**src/rtl/compare_arbiter.sv**
```systemverilog
// rtl/compare_arbiter.sv - round-robin arbiter sequencing requesters onto the port-mapped compare unit
// Optional write-skip operand cache enabled by defining COMPARE_ARB_SKIP_EN
`ifndef DATA_WIDTH
`define DATA_WIDTH 8
`endif
`ifndef PORT_COMPARE_DATA
`define PORT_COMPARE_DATA 8'h01
`endif
`ifndef PORT_COMPARED_DATA
`define PORT_COMPARED_DATA 8'h02
`endif
`ifndef PORT_COMPARE_RESULT
`define PORT_COMPARE_RESULT 8'h03
`endif

module compare_arbiter #(
   parameter int NUM_REQ = 4,
   parameter logic [`DATA_WIDTH-1:0] IDLE_PORT = `DATA_WIDTH'hFF
) (
   input  logic                           clk,
   input  logic                           rst,
   input  logic [NUM_REQ-1:0]             i_req,
   input  logic [NUM_REQ*`DATA_WIDTH-1:0] i_a,
   input  logic [NUM_REQ*`DATA_WIDTH-1:0] i_b,
   output logic [NUM_REQ-1:0]             o_gnt,
   output logic [NUM_REQ-1:0]             o_done,
   output logic [1:0]                     o_result,
   output logic                           o_busy,
   output logic [`DATA_WIDTH-1:0]         o_cmp_data,
   output logic [`DATA_WIDTH-1:0]         o_cmp_port,
   input  logic [`DATA_WIDTH-1:0]         i_cmp_result
);
   localparam int DW = `DATA_WIDTH;
   localparam int PW = (NUM_REQ > 1) ? $clog2(NUM_REQ) : 1;
   localparam logic [NUM_REQ-1:0] ONE = {{(NUM_REQ-1){1'b0}}, 1'b1};

   typedef enum logic [2:0] {IDLE, WR_A, WR_B, RD, CAP, DONE} state_t;

   state_t        state;
   logic [PW-1:0] ptr;
   logic [PW-1:0] win;
   logic [PW-1:0] cand;
   logic          found;
   logic [DW-1:0] a_lat;
   logic [DW-1:0] b_lat;
   logic [DW-1:0] a_new;
   logic [DW-1:0] b_new;
   logic          skip_a_new;
   logic          skip_b_new;
   logic          skip_b_lat;
   logic          unused_result_bits;

   assign unused_result_bits = ^i_cmp_result[DW-1:2];

   // First requester above the pointer, wrapping, so the last winner ranks lowest.
   always_comb begin
      found = 1'b0;
      win   = '0;
      cand  = '0;
      for (int i = 1; i <= NUM_REQ; i++) begin
         cand = PW'((int'(ptr) + i) % NUM_REQ);
         if (!found && i_req[cand]) begin
            found = 1'b1;
            win   = cand;
         end
      end
   end

   assign a_new = i_a[int'(win)*DW +: DW];
   assign b_new = i_b[int'(win)*DW +: DW];

`ifdef COMPARE_ARB_SKIP_EN
   logic [DW-1:0] cache_a;
   logic [DW-1:0] cache_b;
   logic          cache_a_valid;
   logic          cache_b_valid;

   assign skip_a_new = cache_a_valid && (cache_a == a_new);
   assign skip_b_new = cache_b_valid && (cache_b == b_new);
   assign skip_b_lat = cache_b_valid && (cache_b == b_lat);
`else
   assign skip_a_new = 1'b0;
   assign skip_b_new = 1'b0;
   assign skip_b_lat = 1'b0;
`endif

   always_ff @(posedge clk or posedge rst) begin
      if (rst) begin
         state      <= IDLE;
         ptr        <= PW'(NUM_REQ - 1);
         o_gnt      <= '0;
         o_done     <= '0;
         o_result   <= '0;
         o_busy     <= 1'b0;
         o_cmp_port <= IDLE_PORT;
         o_cmp_data <= '0;
         a_lat      <= '0;
         b_lat      <= '0;
`ifdef COMPARE_ARB_SKIP_EN
         cache_a       <= '0;
         cache_b       <= '0;
         cache_a_valid <= 1'b0;
         cache_b_valid <= 1'b0;
`endif
      end else begin
         case (state)
            IDLE: begin
               if (found) begin
                  a_lat  <= a_new;
                  b_lat  <= b_new;
                  o_gnt  <= ONE << win;
                  ptr    <= win;
                  o_busy <= 1'b1;
                  if (!skip_a_new) begin
                     state      <= WR_A;
                     o_cmp_port <= `PORT_COMPARE_DATA;
                     o_cmp_data <= a_new;
`ifdef COMPARE_ARB_SKIP_EN
                     cache_a       <= a_new;
                     cache_a_valid <= 1'b1;
`endif
                  end else if (!skip_b_new) begin
                     state      <= WR_B;
                     o_cmp_port <= `PORT_COMPARED_DATA;
                     o_cmp_data <= b_new;
`ifdef COMPARE_ARB_SKIP_EN
                     cache_b       <= b_new;
                     cache_b_valid <= 1'b1;
`endif
                  end else begin
                     state      <= RD;
                     o_cmp_port <= `PORT_COMPARE_RESULT;
                     o_cmp_data <= '0;
                  end
               end
            end
            WR_A: begin
               if (!skip_b_lat) begin
                  state      <= WR_B;
                  o_cmp_port <= `PORT_COMPARED_DATA;
                  o_cmp_data <= b_lat;
`ifdef COMPARE_ARB_SKIP_EN
                  cache_b       <= b_lat;
                  cache_b_valid <= 1'b1;
`endif
               end else begin
                  state      <= RD;
                  o_cmp_port <= `PORT_COMPARE_RESULT;
                  o_cmp_data <= '0;
               end
            end
            WR_B: begin
               state      <= RD;
               o_cmp_port <= `PORT_COMPARE_RESULT;
               o_cmp_data <= '0;
            end
            RD: begin
               state      <= CAP;
               o_cmp_port <= IDLE_PORT;
               o_cmp_data <= '0;
            end
            CAP: begin
               state    <= DONE;
               o_result <= i_cmp_result[1:0];
               o_done   <= o_gnt;
            end
            DONE: begin
               state  <= IDLE;
               o_done <= '0;
               o_gnt  <= '0;
               o_busy <= 1'b0;
            end
            default: state <= IDLE;
         endcase
      end
   end
endmodule

```
**config.mk**
```make
export PLATFORM = sky130hd
export DESIGN_NAME = compare_arbiter
export DESIGN_NICKNAME = d
export VERILOG_FILES = /design/src/rtl/compare_arbiter.sv
export SDC_FILE = /design/constraint.sdc
export NUM_CORES = 1
export LEC_CHECK = 0
export ABC_AREA = 1
export BUFFER_PORTS_ARGS = -buffer_cell sky130_fd_sc_hd__clkbuf_2
export CORE_MARGIN = 2
export CORE_UTILIZATION = 48
export DETAILED_ROUTE_END_ITERATION = 6
export HOLD_SLACK_MARGIN = 0.02
export PLACE_DENSITY = 0.81
export SLEW_MARGIN = 20
export SYNTH_ARGS = -nofsm -noshare
export SYNTH_HDL_FRONTEND = slang
export SYNTH_SLANG_ARGS = --single-unit
```
**constraint.sdc**
```tcl
create_clock -name clk -period 2.7 [get_ports clk]
set_input_delay 0.27 -clock clk [delete_from_list [all_inputs] [get_ports clk]]
set_output_delay 0.27 -clock clk [all_outputs]
set_load 0.02 [all_outputs]
```
Word level (Yosys, flattened, before mapping) --
Index checks and enable logic that the tools add are counted.
Operators by class: add/subtract/negate cells 4, shift-type cells 3, equal/unequal tests 6, $lt $le $gt $ge 4, reduce and logical (&&, ||, !) cells 16, mux-type cells 27
Operators by type and width (number):
- $shiftx A32 B6 Y8 | 2
- $pmux W8 S4 | 1
- $pmux W8 S3 | 1
- $mux W8 | 2
- $pmux W4 S2 | 2
- $pmux W3 S5 | 1
- $lt A2 B3 Y1 const B | 4
- $mux W1 | 9
- $bmux W1 S2 | 4
- $mux W2 | 4
- $reduce_and A2 Y1 | 4
- $eq A3 B2 Y1 const B | 2
- $eq A3 B3 Y1 const B | 2
- $add A2 B1 Y2 const B | 2
- $add A2 B2 Y2 const B | 2
- $mux W4 | 1
- $reduce_bool A2 Y1 | 2
- $reduce_bool A4 Y1 | 1
- $shl A1 B2 Y4 const A | 1
- $eq A3 B1 Y1 const B | 1
- $logic_and A1 B1 Y1 | 3
- $logic_not A1 Y1 | 3
- $logic_not A3 Y1 | 1
- $mux W3 | 1
- 4 further kinds | 4
Word-level totals: output and inout bits 27, bits in registers 40, input port bits 78

Longest topological paths before layout --
depth in word-level cells 16, depth in mapped cells 18, depth with buffers taken out 17

Worst setup path after synthesis --
No wires, ideal clock.
kind register -> register, start register ptr[0], end register b_lat[1], slack 790 ps, library setup time 116 ps, arrival 1794 ps, data required time 2584 ps, stages on the path, launching flop included 16, path buffers 2, cells stage by stage dfstp_2 buf_4 inv_4 nand2_1 nand2_2 nand2_1 nand2_2 nor2_4 nand2_1 o21ai_1 nor2_1 buf_2 nand3_1 nand3_1 nand2_1 nand2_1
On the way: longest elaborated chain between the ends 14
Ends and longest elaborated chain:
- from (decl) | RTL line 40 | logic [PW-1:0] ptr;
- from (signal assigned) | RTL line 90 | ptr <= PW'(NUM_REQ - 1);
- from (signal assigned) | RTL line 112 | ptr <= win;
- $add A2 B1 Y2 | RTL line 61 | cand = PW'((int'(ptr) + i) % NUM_REQ);
- $bmux W1 S2 | RTL line 62 | if (!found && i_req[cand]) begin
- $mux W1 (not written as such) | RTL line 62
- $mux W1 | RTL line 62
- $logic_not A1 Y1 | RTL line 62
- $logic_and A1 B1 Y1 | RTL line 62
- $mux W1 | RTL line 62
- $logic_not A1 Y1 | RTL line 62
- $logic_and A1 B1 Y1 | RTL line 62
- $mux W1 | RTL line 62
- $logic_not A1 Y1 | RTL line 62
- $logic_and A1 B1 Y1 | RTL line 62
- $mux W2 or $mux W1 (tied branches) | RTL line 62
- $shiftx A32 B6 Y8 or $reduce_and A2 Y1 (tied branches)
- to (signal assigned) | RTL line 110 | b_lat <= b_new;
- to (decl) | RTL line 45 | logic [DW-1:0] b_lat;
Several ways; a longest one is shown, not always the timed one. The select of a mux whose other input is x is not followed. A chain may end at the register's enable or synchronous reset.

Worst setup path in the final report --
Same ends and word-level chain as after synthesis.

==> flow_summary.toml <==
[cts]
cts_buffers = 5
worstSkewPairLatency_ns = 0.29
cts_sinks = 35
postCtsSetupBuffers = 0
cts-resized-gates = 0
cts_buffer_depth = 2
htree_levels = 2
cts_tree = "done"
clk_pin_slew_ns = 0.07
cts-root-buf = "clkbuf_8"
cts_hold_repair.buffers = 0

[setup_path]
crit_start = "ptr[0]$_DFFE_PP1P_"
criticalPathCategory = "reg -> reg"
r2r-start = "ptr[0]$_DFFE_PP1P_"
cp.arrival_ns = 2.61
cp.required_ns = 2.93
end_kind = "flop"
crit_fanout = 14
cp-start-kind = "flop"

[timing]
post-route-period-util_pct = 88.1
max_slew_margin_pct = 39.5
worstMarginPinSlew_ns = 0.900
hold_violations = 0
skew_ns = 0.00232
finalCriticalPeriod_ns = 2.38
rsz0062_at_grt = "false"
slew_viol_final = 0
finalSetupTns_ns = 0
setup_violations = 0
fmax_mhz = 421

[routing]
drc_errors = 0
first_pass_iters = 4
viasPerCell = 4.81
vias = 2426
drtAntennaViolNets = 0
drt-total-wl_um = 5600
route.detailed.wl_per_inst_um = 11.1
drt_first_iter_violations = 97

[cells_and_area]
final_cell_mix = "nand2_1, clkbuf_2, nand3_1"
nNetsFinal = 514
instances_no_fill = 504
area_delta_synth_final_pct = 23.5
final_area_um2 = 2920
final_common_cell = "nand2_1"
drive_above_1_share_pct = 33.0
n_antenna_cell = 0
final_core_util_pct = 61.5
fillCellCount = 461

[outcome]
status = "finished clean"

[floorplan]
die_area_um2 = 5510
die_h_um = 74.2
io_pins = 105
initial_utilization_pct = 49.8
placementRows = 25
core_um2 = 4750
die_w_um = 74.2

[synthesis]
synthDistinctLibCells = 30
synth_top_area_cell = "dfrtp_1"
yosysTopAreaCellShare_pct = 31.7
syn_nets = 426
ys_ff_latch = 35
synth.area.top_cells = "dfrtp_1, nand2_1, nand3_1, dfstp_2, buf_4"
netlist_area_um2 = 2370
synth_warnings = 0
synth.avg_cell_area_um2 = 6.81
yosysSeqAreaShare_pct = 37.2
netlist_instances = 348

[placed_design]
gp_congestion = 0.808
placed_area_um2 = 2820
dp_hpwl_um = 4370
port_buffers = 98
place_inst = 496

[job]
max-cap-violations = 0

[global_routing]
grt_pass1_vias = 2237
grt_pass1_wl_um = 9170
grtUsageTotal_pct = 21.3
antenna_found_initial = 0
grt_overflow = 0
grt_max_degree = 36

[hold_path]
hold_path_class = "in -> async"

[power]
p_leak_nw = 1.66
peakVddDrop_mv = 0.727
power_density_nw_per_um2 = 1570
==> per-stage QoR <==
step / hold slack [ns] / setup slack [ns] / total power [mW]
2_1_floorplan: 0.420 / 0.790 / 3.72
5_1_grt: 0.102 / 0.0474 / 5.09
4_1_cts: 0.0494 / 0.348 / 4.62
3_3_place_gp: 0.357 / 0.420 / 4.12
6_report: 0.0380 / 0.323 / 4.60
3_5_place_dp: 0.361 / 0.364 / 4.19
==> worst paths after layout <==
kind                                              to  cells past startpoint  slack, ns
setup / recovery                b_lat[1]$_DFFE_PP0P_                     12       0.32
hold reg to reg            o_cmp_port[1]$_DFFE_PP1P_                      2       0.47
min in group clk             o_result[1]$_DFFE_PP0P_                      2       0.22
max in group asynchronous         ptr[0]$_DFFE_PP1P_                      3       1.93
hold / removal             o_cmp_data[0]$_DFFE_PP0P_                      2       0.04
setup reg to reg                b_lat[1]$_DFFE_PP0P_                     12       0.32
==> flip-flops by register name (all words and copies together), names as in the netlist <==
name and flops:
b_lat 8, o_busy 1, o_cmp_data 8, o_cmp_port 3, o_done 4, o_gnt 4
o_result 2, ptr 2, state 3
==> power breakdown <==
| part | switching, mW | internal (mW) | total (mW) |
|---|---|---|---|
| Clock | 0.183 | 0.233 | 0.416 |
| Sequential | 0.180 | 0.804 | 0.984 |
| Combinational | 2.16 | 1.04 | 3.20 |
==> cell usage after synthesis, drive strengths merged <==
cell type,number
o22ai,1
dfstp,5
nand3,52
buf,18
nor3,3
dfrtp,30
clkinv,1
o31ai,1
nand2,166
clkbuf,3
inv,20
and2,1
o32ai,1
mux2,2
a21oi,18
o21ai,10
nor2,16
==> logic make-up (layout without fill, tap and decap cells) <==
group,Yosys count,after routing,synth area share [%]
simple gates,238,238,43.8
compound gates,31,31,8.14
mux,2,2,0.951
buf+inv,42,131,9.83
flops,35,35,37.2
==> worst max-delay path, stage by stage, from the launching register on <==
cell and delay, ns:
dfstp_2 0.63, inv_4 0.08, nand2_1 0.08, and2_1 0.18, o21ai_0 0.09, nand2_1 0.06, o21ai_1 0.09, nor2_1 0.47
buf_4 0.31, nand3_1 0.10, nand3_1 0.11, nand2_1 0.06, nand2_1 0.06
==> final cells by class <==
| type | instances | area [um^2] | share of cell area [%] |
|---|---|---|---|
| Timing Repair Buffer | 102 | 520 | 17.8 |
| Tap cell | 67 | 83.8 | 2.87 |
| Sequential cell | 35 | 882 | 30.2 |
| Inverter | 21 | 83.8 | 2.87 |
| Multi-Input combinational cell | 271 | 1250 | 42.9 |
| Clock buffer | 8 | 100 | 3.42 |
==> metal layers <==
metal / track usage [%] / routed length [um] / up-vias
met5: 0 / 0 / -
met4: 9.52 / 114 / 0
met3: 3.93 / 319 / 11
met2: 36.1 / 2670 / 84
met1: 26.6 / 2490 / 1052
li1: - / - / 1279
No activity file was read; power rests on OpenSTA's default activity.
